<file path="config.mk">
export PLATFORM = sky130hd
export DESIGN_NAME = mc_ctrl_fsm
export DESIGN_NICKNAME = d
export VERILOG_FILES = /design/src/rtl/mc_ctrl_fsm.sv
export SDC_FILE = /design/constraint.sdc
export NUM_CORES = 1
export LEC_CHECK = 0
export ABC_CLOCK_PERIOD_IN_PS = 4200
export CORE_MARGIN = 2
export CORE_UTILIZATION = 37
export DETAILED_ROUTE_END_ITERATION = 8
export HOLD_SLACK_MARGIN = 0.05
export PLACE_DENSITY = 0.83
export SYNTH_ARGS = -nofsm -noshare
export SYNTH_HDL_FRONTEND = slang
export SYNTH_SLANG_ARGS = --single-unit
</file>
<file path="constraint.sdc">
create_clock -name clk -period 4.2 [get_ports clk]
set_clock_uncertainty 0.15 [all_clocks]
set_input_delay 0.42 -clock clk [delete_from_list [all_inputs] [get_ports clk]]
set_output_delay 0.42 -clock clk [all_outputs]
set_load 0.005 [all_outputs]
</file>
<file path="src/rtl/mc_ctrl_fsm.sv">
// Multi-cycle MIPS control FSM: sequences a shared datapath through
// FETCH/DECODE/EXE/MEM/WB and drives its enables and mux selects.
//
// Ports:
//   clk, rst_n      clock, async active-low reset
//   opcode, funct   IR[31:26], IR[5:0]
//   zero            ALU zero flag (used by beq in EXE)
//   pc_we, ir_we, reg_we, mem_we     write enables
//   reg_dst_sel     00 rt, 01 rd, 10 $31
//   alu_srcb_sel    00 rt, 01 sext imm, 10 zext imm, 11 const 4
//   mem_to_reg_sel  00 ALU, 01 mem, 10 PC
//   pc_src_sel      00 PC+4, 01 branch, 10 jump, 11 rs
//   alu_op          000 add, 001 sub, 010 or, 011 imm<<16
//   instr_done      pulse on last cycle of each instruction
//   halted          high in S_HALT
//   state           current state (debug)
module mc_ctrl_fsm #(
  parameter bit ILLEGAL_TRAP = 1'b1
) (
  input  logic       clk,
  input  logic       rst_n,
  input  logic [5:0] opcode,
  input  logic [5:0] funct,
  input  logic       zero,
  output logic       pc_we,
  output logic       ir_we,
  output logic       reg_we,
  output logic       mem_we,
  output logic [1:0] reg_dst_sel,
  output logic [1:0] alu_srcb_sel,
  output logic [1:0] mem_to_reg_sel,
  output logic [1:0] pc_src_sel,
  output logic [2:0] alu_op,
  output logic       instr_done,
  output logic       halted,
  output logic [2:0] state
);

  typedef enum logic [2:0] {
    S_IDLE   = 3'd0,
    S_FETCH  = 3'd1,
    S_DECODE = 3'd2,
    S_EXE    = 3'd3,
    S_MEM    = 3'd4,
    S_WB     = 3'd5,
    S_HALT   = 3'd6
  } state_t;

  localparam logic [5:0] OP_R   = 6'b000000;
  localparam logic [5:0] OP_ORI = 6'b001101;
  localparam logic [5:0] OP_LUI = 6'b001111;
  localparam logic [5:0] OP_LW  = 6'b100011;
  localparam logic [5:0] OP_SW  = 6'b101011;
  localparam logic [5:0] OP_BEQ = 6'b000100;
  localparam logic [5:0] OP_J   = 6'b000010;
  localparam logic [5:0] OP_JAL = 6'b000011;
  localparam logic [5:0] F_ADDU = 6'b100001;
  localparam logic [5:0] F_SUBU = 6'b100011;
  localparam logic [5:0] F_JR   = 6'b001000;

  state_t cur, nxt;

  logic is_r, is_addu, is_subu, is_jr;
  logic is_ori, is_lui, is_lw, is_sw;
  logic is_beq, is_j, is_jal, legal;

  assign is_r    = (opcode == OP_R);
  assign is_addu = is_r && (funct == F_ADDU);
  assign is_subu = is_r && (funct == F_SUBU);
  assign is_jr   = is_r && (funct == F_JR);
  assign is_ori  = (opcode == OP_ORI);
  assign is_lui  = (opcode == OP_LUI);
  assign is_lw   = (opcode == OP_LW);
  assign is_sw   = (opcode == OP_SW);
  assign is_beq  = (opcode == OP_BEQ);
  assign is_j    = (opcode == OP_J);
  assign is_jal  = (opcode == OP_JAL);
  assign legal   = is_addu | is_subu | is_jr
                 | is_ori  | is_lui  | is_lw
                 | is_sw   | is_beq  | is_j
                 | is_jal;

  assign state = cur;

  always_ff @(posedge clk or negedge rst_n) begin
    if (!rst_n) cur <= S_IDLE;
    else        cur <= nxt;
  end

  always_comb begin
    nxt = cur;
    unique case (cur)
      S_IDLE:  nxt = S_FETCH;
      S_FETCH: nxt = S_DECODE;
      S_DECODE: begin
        if (!legal)
          nxt = ILLEGAL_TRAP ? S_HALT : S_FETCH;
        else if (is_j || is_jal || is_jr)
          nxt = S_FETCH;
        else
          nxt = S_EXE;
      end
      S_EXE: begin
        if (is_lw || is_sw)  nxt = S_MEM;
        else if (is_beq)     nxt = S_FETCH;
        else if (legal)      nxt = S_WB;
        else                 nxt = S_FETCH;
      end
      S_MEM:   nxt = is_lw ? S_WB : S_FETCH;
      S_WB:    nxt = S_FETCH;
      S_HALT:  nxt = S_HALT;
      default: nxt = S_IDLE;
    endcase
  end

  always_comb begin
    pc_we          = 1'b0;
    ir_we          = 1'b0;
    reg_we         = 1'b0;
    mem_we         = 1'b0;
    reg_dst_sel    = 2'b00;
    alu_srcb_sel   = 2'b00;
    mem_to_reg_sel = 2'b00;
    pc_src_sel     = 2'b00;
    alu_op         = 3'b000;
    instr_done     = 1'b0;
    halted         = 1'b0;
    unique case (cur)
      S_FETCH: begin
        ir_we = 1'b1;
        pc_we = 1'b1;
      end
      S_DECODE: begin
        unique case (1'b1)
          is_j: begin
            pc_we      = 1'b1;
            pc_src_sel = 2'b10;
            instr_done = 1'b1;
          end
          // $31 gets the already-incremented PC in the same
          // cycle the PC is redirected.
          is_jal: begin
            pc_we          = 1'b1;
            pc_src_sel     = 2'b10;
            reg_we         = 1'b1;
            reg_dst_sel    = 2'b10;
            mem_to_reg_sel = 2'b10;
            instr_done     = 1'b1;
          end
          is_jr: begin
            pc_we      = 1'b1;
            pc_src_sel = 2'b11;
            instr_done = 1'b1;
          end
          !legal: instr_done = !ILLEGAL_TRAP;
          default: ;
        endcase
      end
      S_EXE: begin
        unique case (1'b1)
          is_subu: alu_op = 3'b001;
          is_ori: begin
            alu_op       = 3'b010;
            alu_srcb_sel = 2'b10;
          end
          is_lui: begin
            alu_op       = 3'b011;
            alu_srcb_sel = 2'b10;
          end
          is_lw, is_sw: alu_srcb_sel = 2'b01;
          is_beq: begin
            alu_op     = 3'b001;
            pc_src_sel = 2'b01;
            pc_we      = zero;
            instr_done = 1'b1;
          end
          default: ;
        endcase
      end
      S_MEM: begin
        mem_we     = is_sw;
        instr_done = is_sw;
      end
      S_WB: begin
        reg_we         = 1'b1;
        instr_done     = 1'b1;
        reg_dst_sel    = is_r  ? 2'b01 : 2'b00;
        mem_to_reg_sel = is_lw ? 2'b01 : 2'b00;
      end
      S_HALT:  halted = 1'b1;
      default: ;
    endcase
  end

endmodule
</file>
### Word level (Yosys, flattened, before mapping)

Index checks and enable logic that the tools add are counted.

| operators by class | value |
|---|---|
| multiply operators | 0 |
| order comparisons | 0 |
| mux-type cells | 29 |
| add/sub/neg operators | 0 |
| bitwise logic cells | 9 |
| equal/unequal tests | 16 |
| div/mod/pow operators | 0 |
| shift-type cells | 0 |
| reduce and logical (&&, ||, !) cells | 14 |

Operators by type and width:

| cell | count |
|---|---|
| $eq A6 B6 Y1 const B | 4 |
| $pmux W2 S2 | 5 |
| $eq A6 B4 Y1 const B | 3 |
| $pmux W3 S6 | 1 |
| $mux W3 | 5 |
| $eq A6 B2 Y1 const B | 2 |
| $mux W1 | 10 |
| $reduce_or A2 Y1 | 5 |
| $eq A3 B3 Y1 const B | 3 |
| $or A1 B1 Y1 | 9 |
| $mux W2 | 4 |
| $eq A3 B2 Y1 const B | 2 |
| $eq A6 B3 Y1 const B | 1 |
| $logic_not A6 Y1 | 1 |
| $pmux W2 S3 | 1 |
| $pmux W1 S4 | 1 |
| $eq A3 B1 Y1 const B | 1 |
| $logic_and A1 B1 Y1 | 3 |
| $logic_not A3 Y1 | 1 |
| $logic_or A1 B1 Y1 | 3 |
| $pmux W1 S3 | 1 |
| $reduce_or A3 Y1 | 1 |
| $pmux W1 S2 | 1 |

| storage, ports and cells | value |
|---|---|
| bits in read-only memories | 0 |
| latch bits | 0 |
| word-level logic and storage cells | 69 |
| bits in registers | 3 |
| output and inout bits | 20 |
| memory bits (writable) | 0 |
| memories | 0 |

### Logic depth before layout (Yosys ltp)

| logic depth | value |
|---|---|
| depth in word-level cells | 15 |
| mapped depth | 6 |
| mapped depth without buffers | 5 |

### Worst setup path before layout

OpenSTA, ideal clock, no wires.

| path | value |
|---|---|
| kind | in2out |
| start point | input port opcode[3] |
| end point | output port instr_done |
| arrival | 1.398 ns |
| cell stages on the path | 6 |
| setup slack | 2.232 ns |
| path through | buf_4 > nor3_2 > and3_1 > a21oi_1 > nor2b_2 > or3_1 |

| on the way | value |
|---|---|
| cells in the longest elaborated chain, start to end | 5 |
| elaborated cells between the ends (all ways) | 10 |
| classes of those cells | eq/ne (4); mux (3); reduce/logical (3) |

Ends and longest elaborated chain:

| item | line | RTL |
|---|---|---|
| from (decl) | 22 | `input logic [5:0] opcode,` |
| $logic_not A6 Y1 | 67 | `assign is_r = (opcode == OP_R);` |
| $logic_and A1 B1 Y1 | 70 | `assign is_jr = is_r && (funct == F_JR);` |
| $reduce_or A3 Y1 (no line) | -- |  |
| $mux W1 | 134 | `unique case (1'b1)` |
| $pmux W1 S4 * | 128 | `unique case (cur)` |
| to (decl) | 34 | `output logic instr_done,` |

Every way passes the cells marked *; elsewhere a longest branch is shown, timed or not.

### Final worst setup path

Ends and elaborated chain as after synthesis.

==> metrics.md <==
| Metric | Value |
|---|---|
| Outcome | `complete, no violations` |
| Most common cell in the synthesized netlist | `nor3_1` |
| Share of the clock period used by the worst path | `72.9%` |
| Post-synthesis compound-gate area fraction | `20.3%` |
| Top FF cell, synth | `dfrtp_1` |
| Commonest cells post-synth | `nor3_1 (8), nor2_1 (6), a21oi_1 (5), o21ai_0 (5)` |
| Post-synthesis cell count | `71` |
| Area leader, netlist | `dfrtp_1` |
| Post-Synth XOR/XNOR Area | `0%` |
| Post-synthesis simple-gate area fraction | `57.5%` |
| Die X | `41.4 um` |
| Vias in the first global route | `572` |
| Core ar. | `0.00130 mm2` |
| Clock sinks | `3` |
| First-pass GRT wire length | `2420 um` |
| Post-Syn Nets | `86` |
| Crit Path Class | `input pin to output port` |
| Hold-fix buffers at CTS | `0` |
| Die ar. | `0.00172 mm2` |
| P_leak | `0.338 nW` |
| Clk_lat worst skew | `0.24 ns` |
| Top cells by area, synth | `dfrtp_1 (14%), nor3_1 (7.7%), and2b_2 (6.8%), and3b_2 (5.8%), a21oi_1 (4.8%)` |
| GRT Total Usage | `17.2%` |
| Reg2reg start | `state[0]` |
| Final WS setup | `1.14 ns` |
| Synth warn | `0` |
| Num CTS Buffers | `3` |
| Worst EP required | `3.63 ns` |
| CTS tree | `done` |
| Fmax achieved | `327 MHz` |
| Detail Route Antenna Nets | `0` |
| Drt first-iter violations | `19` |
| # port buffers | `33` |
| Clock Pin Slew Worst Setup and Hold Paths | `0.04 ns` |
| Pins over their slew limit | `0` |
| Max reg flops | `3` |
| Max-cap viol count | `0` |
| Global placement routability congestion | `0.837` |
| DRT Pass-1 Iters | `4` |
| Post-place setup slack | `1.14 ns` |
| CP Cell Sequence | `clkdlybuf4s50_1 -> nor3_2 -> and3_1 -> a21oi_1 -> nor2b_2 -> or3_1 -> clkdlybuf4s50_1` |
| Crit path max-delay cell type | `clkdlybuf4s50_1` |
| Critical Path Source Type | `input pin` |
| Fillers | `119` |
| Synth top area share | `14.5%` |
| Ant. Diodes | `0` |
| Area added between synthesis and finish | `68.1%` |
| Cell area power density | `347 mW/mm2` |
| Crit path buffers/inverters | `2` |
| Origin of the worst setup path | `opcode[3]` |
| DRC | `0` |
| Vias | `664` |
| HP Class | `input pin to asynchronous set/reset pin` |
| Vias/cell | `5.53` |
| Nets | `121` |
| Resize count post-CTS | `0` |
| Initial antenna violation count | `0` |
| GR Overflow Total | `0` |
| Final hold violations | `0` |
| Final WL | `1470 um` |
| Seq/Total Area, Yosys | `14.5%` |
| Delay of the slowest cell on the worst path | `0.66 ns` |
| H-tree depth | `1` |
| Crit path time final | `3.06 ns` |
| Share of cells above drive strength 1 | `16.2%` |
| Post-Synthesis Cell Area | `518 um2` |
| Distinct cells, synth | `31` |
| FFs w/ async S/R, synth | `100%` |
| Clock Path Buffers | `2` |
| Post-Synth Adder-Cell Area | `0%` |
| Post-CTS Setup Bufs | `0` |
| Mux share of post-synthesis cell area | `1.93%` |
| Yosys reg bits | `3` |
| Row cnt | `13` |
| Hpwl dp | `1200 um` |
| Boundary pin count | `35` |
| Crit path max-delay family | `buffers and inverters` |
| RSZ-0062 raised after global routing | `no` |
| Fin Setup TNS | `0 ns` |
| Worst setup EP type | `output port` |
| Maximum vdd drop | `0.136 mV` |
| Die height | `41.4 um` |
| Worst EP arrival | `2.49 ns` |
| Syn_area_per_cell | `7.30 um2` |
| Largest family of logic cells by synthesized area | `simple AND/OR/NAND/NOR gates` |
| Cell with the most instances on the worst path | `clkdlybuf4s50_1` |
| Final setup vio count | `0` |
| Crit-path max FO | `10` |
| Largest net degree at the start of global routing | `11` |
| Initial Util | `39.8%` |
| Number of synthesized flops with an enable pin | `0` |
| Drt wl/cell | `12.3 um` |
| Root buffer cell | `clkbuf_4` |
[per-stage QoR]
| step | cells | power (mW) | utilization, % | hold slack (ns) | instance area, um2 |
|---|---|---|---|---|---|
| after CTS | 120 | 0.304 | 66.9 | 0.227 | 871 |
| after detailed placement | 116 | 0.251 | 64.9 | 0.477 | 845 |
| final | 120 | 0.302 | 66.9 | 0.224 | 871 |
| after global placement | 116 | 0.249 | 64.9 | 0.459 | 845 |
| after floorplan | 71 | 0.156 | - | -0.0256 | 518 |
| after global routing | 120 | 0.325 | 66.9 | 0.233 | 871 |
[where the power goes]
| group | total (mW) | internal, mW | switching [mW] |
|---|---|---|---|
| Clock | 0.0511 | 0.0356 | 0.0154 |
| Sequential | 0.0700 | 0.0426 | 0.0274 |
| Combinational | 0.181 | 0.108 | 0.0731 |
[placed cells by master (no fill, tap or decap), types with 2 or more instances in the layout]
master           netlist  routed
clkdlybuf4s50_1        0      33
nor3_1                 8       8
nor2_1                 6       6
a21oi_1                5       5
o21ai_0                5       5
and2b_2                4       4
nand2_1                4       4
and3_1                 3       3
and3b_2                3       3
nand3_1                3       3
clkbuf_4               0       3
dfrtp_1                3       3
nand2b_1               2       2
or3_1                  2       2
nor3b_1                2       2
a211o_1                2       2
[logic make-up (layout without fill, tap and decap cells)]
logic type	Yosys count	in the layout
flops	3	3
mux	1	1
buf+inv	4	38
other cells	1	1
simple gates	45	45
compound gates	17	17
[layout make-up]
class	count	area [um2]	area share, %
inverter	1	3.75	0.431
tap	15	18.8	2.16
clock buffer	4	26.3	3.02
sequential	3	75.1	8.62
multi-input combinational	64	417	47.8
timing repair buffer	33	330	37.9
[worst paths after layout]
check                        endpoint  slack (ns)  cells after the start
setup / recovery           instr_done        1.14                      7
hold / removal               state[2]        0.22                      1
setup reg to reg             state[2]        2.65                      5
hold reg to reg              state[0]        0.48                      1
max in group asynchronous    state[1]        3.52                      1
min in group clk             state[0]        0.48                      1
[metal layers]
layer	global-route usage [%]	up-vias	part of all wire, %	wire [um]
met3	2.61	2	6.6	97
met1	21.1	302	43	634
li1	-	331	-	-
met4	7.74	0	1.3	19
met5	0	-	0	0
met2	29.4	29	49	718
No activity file was read; power rests on OpenSTA's default activity.
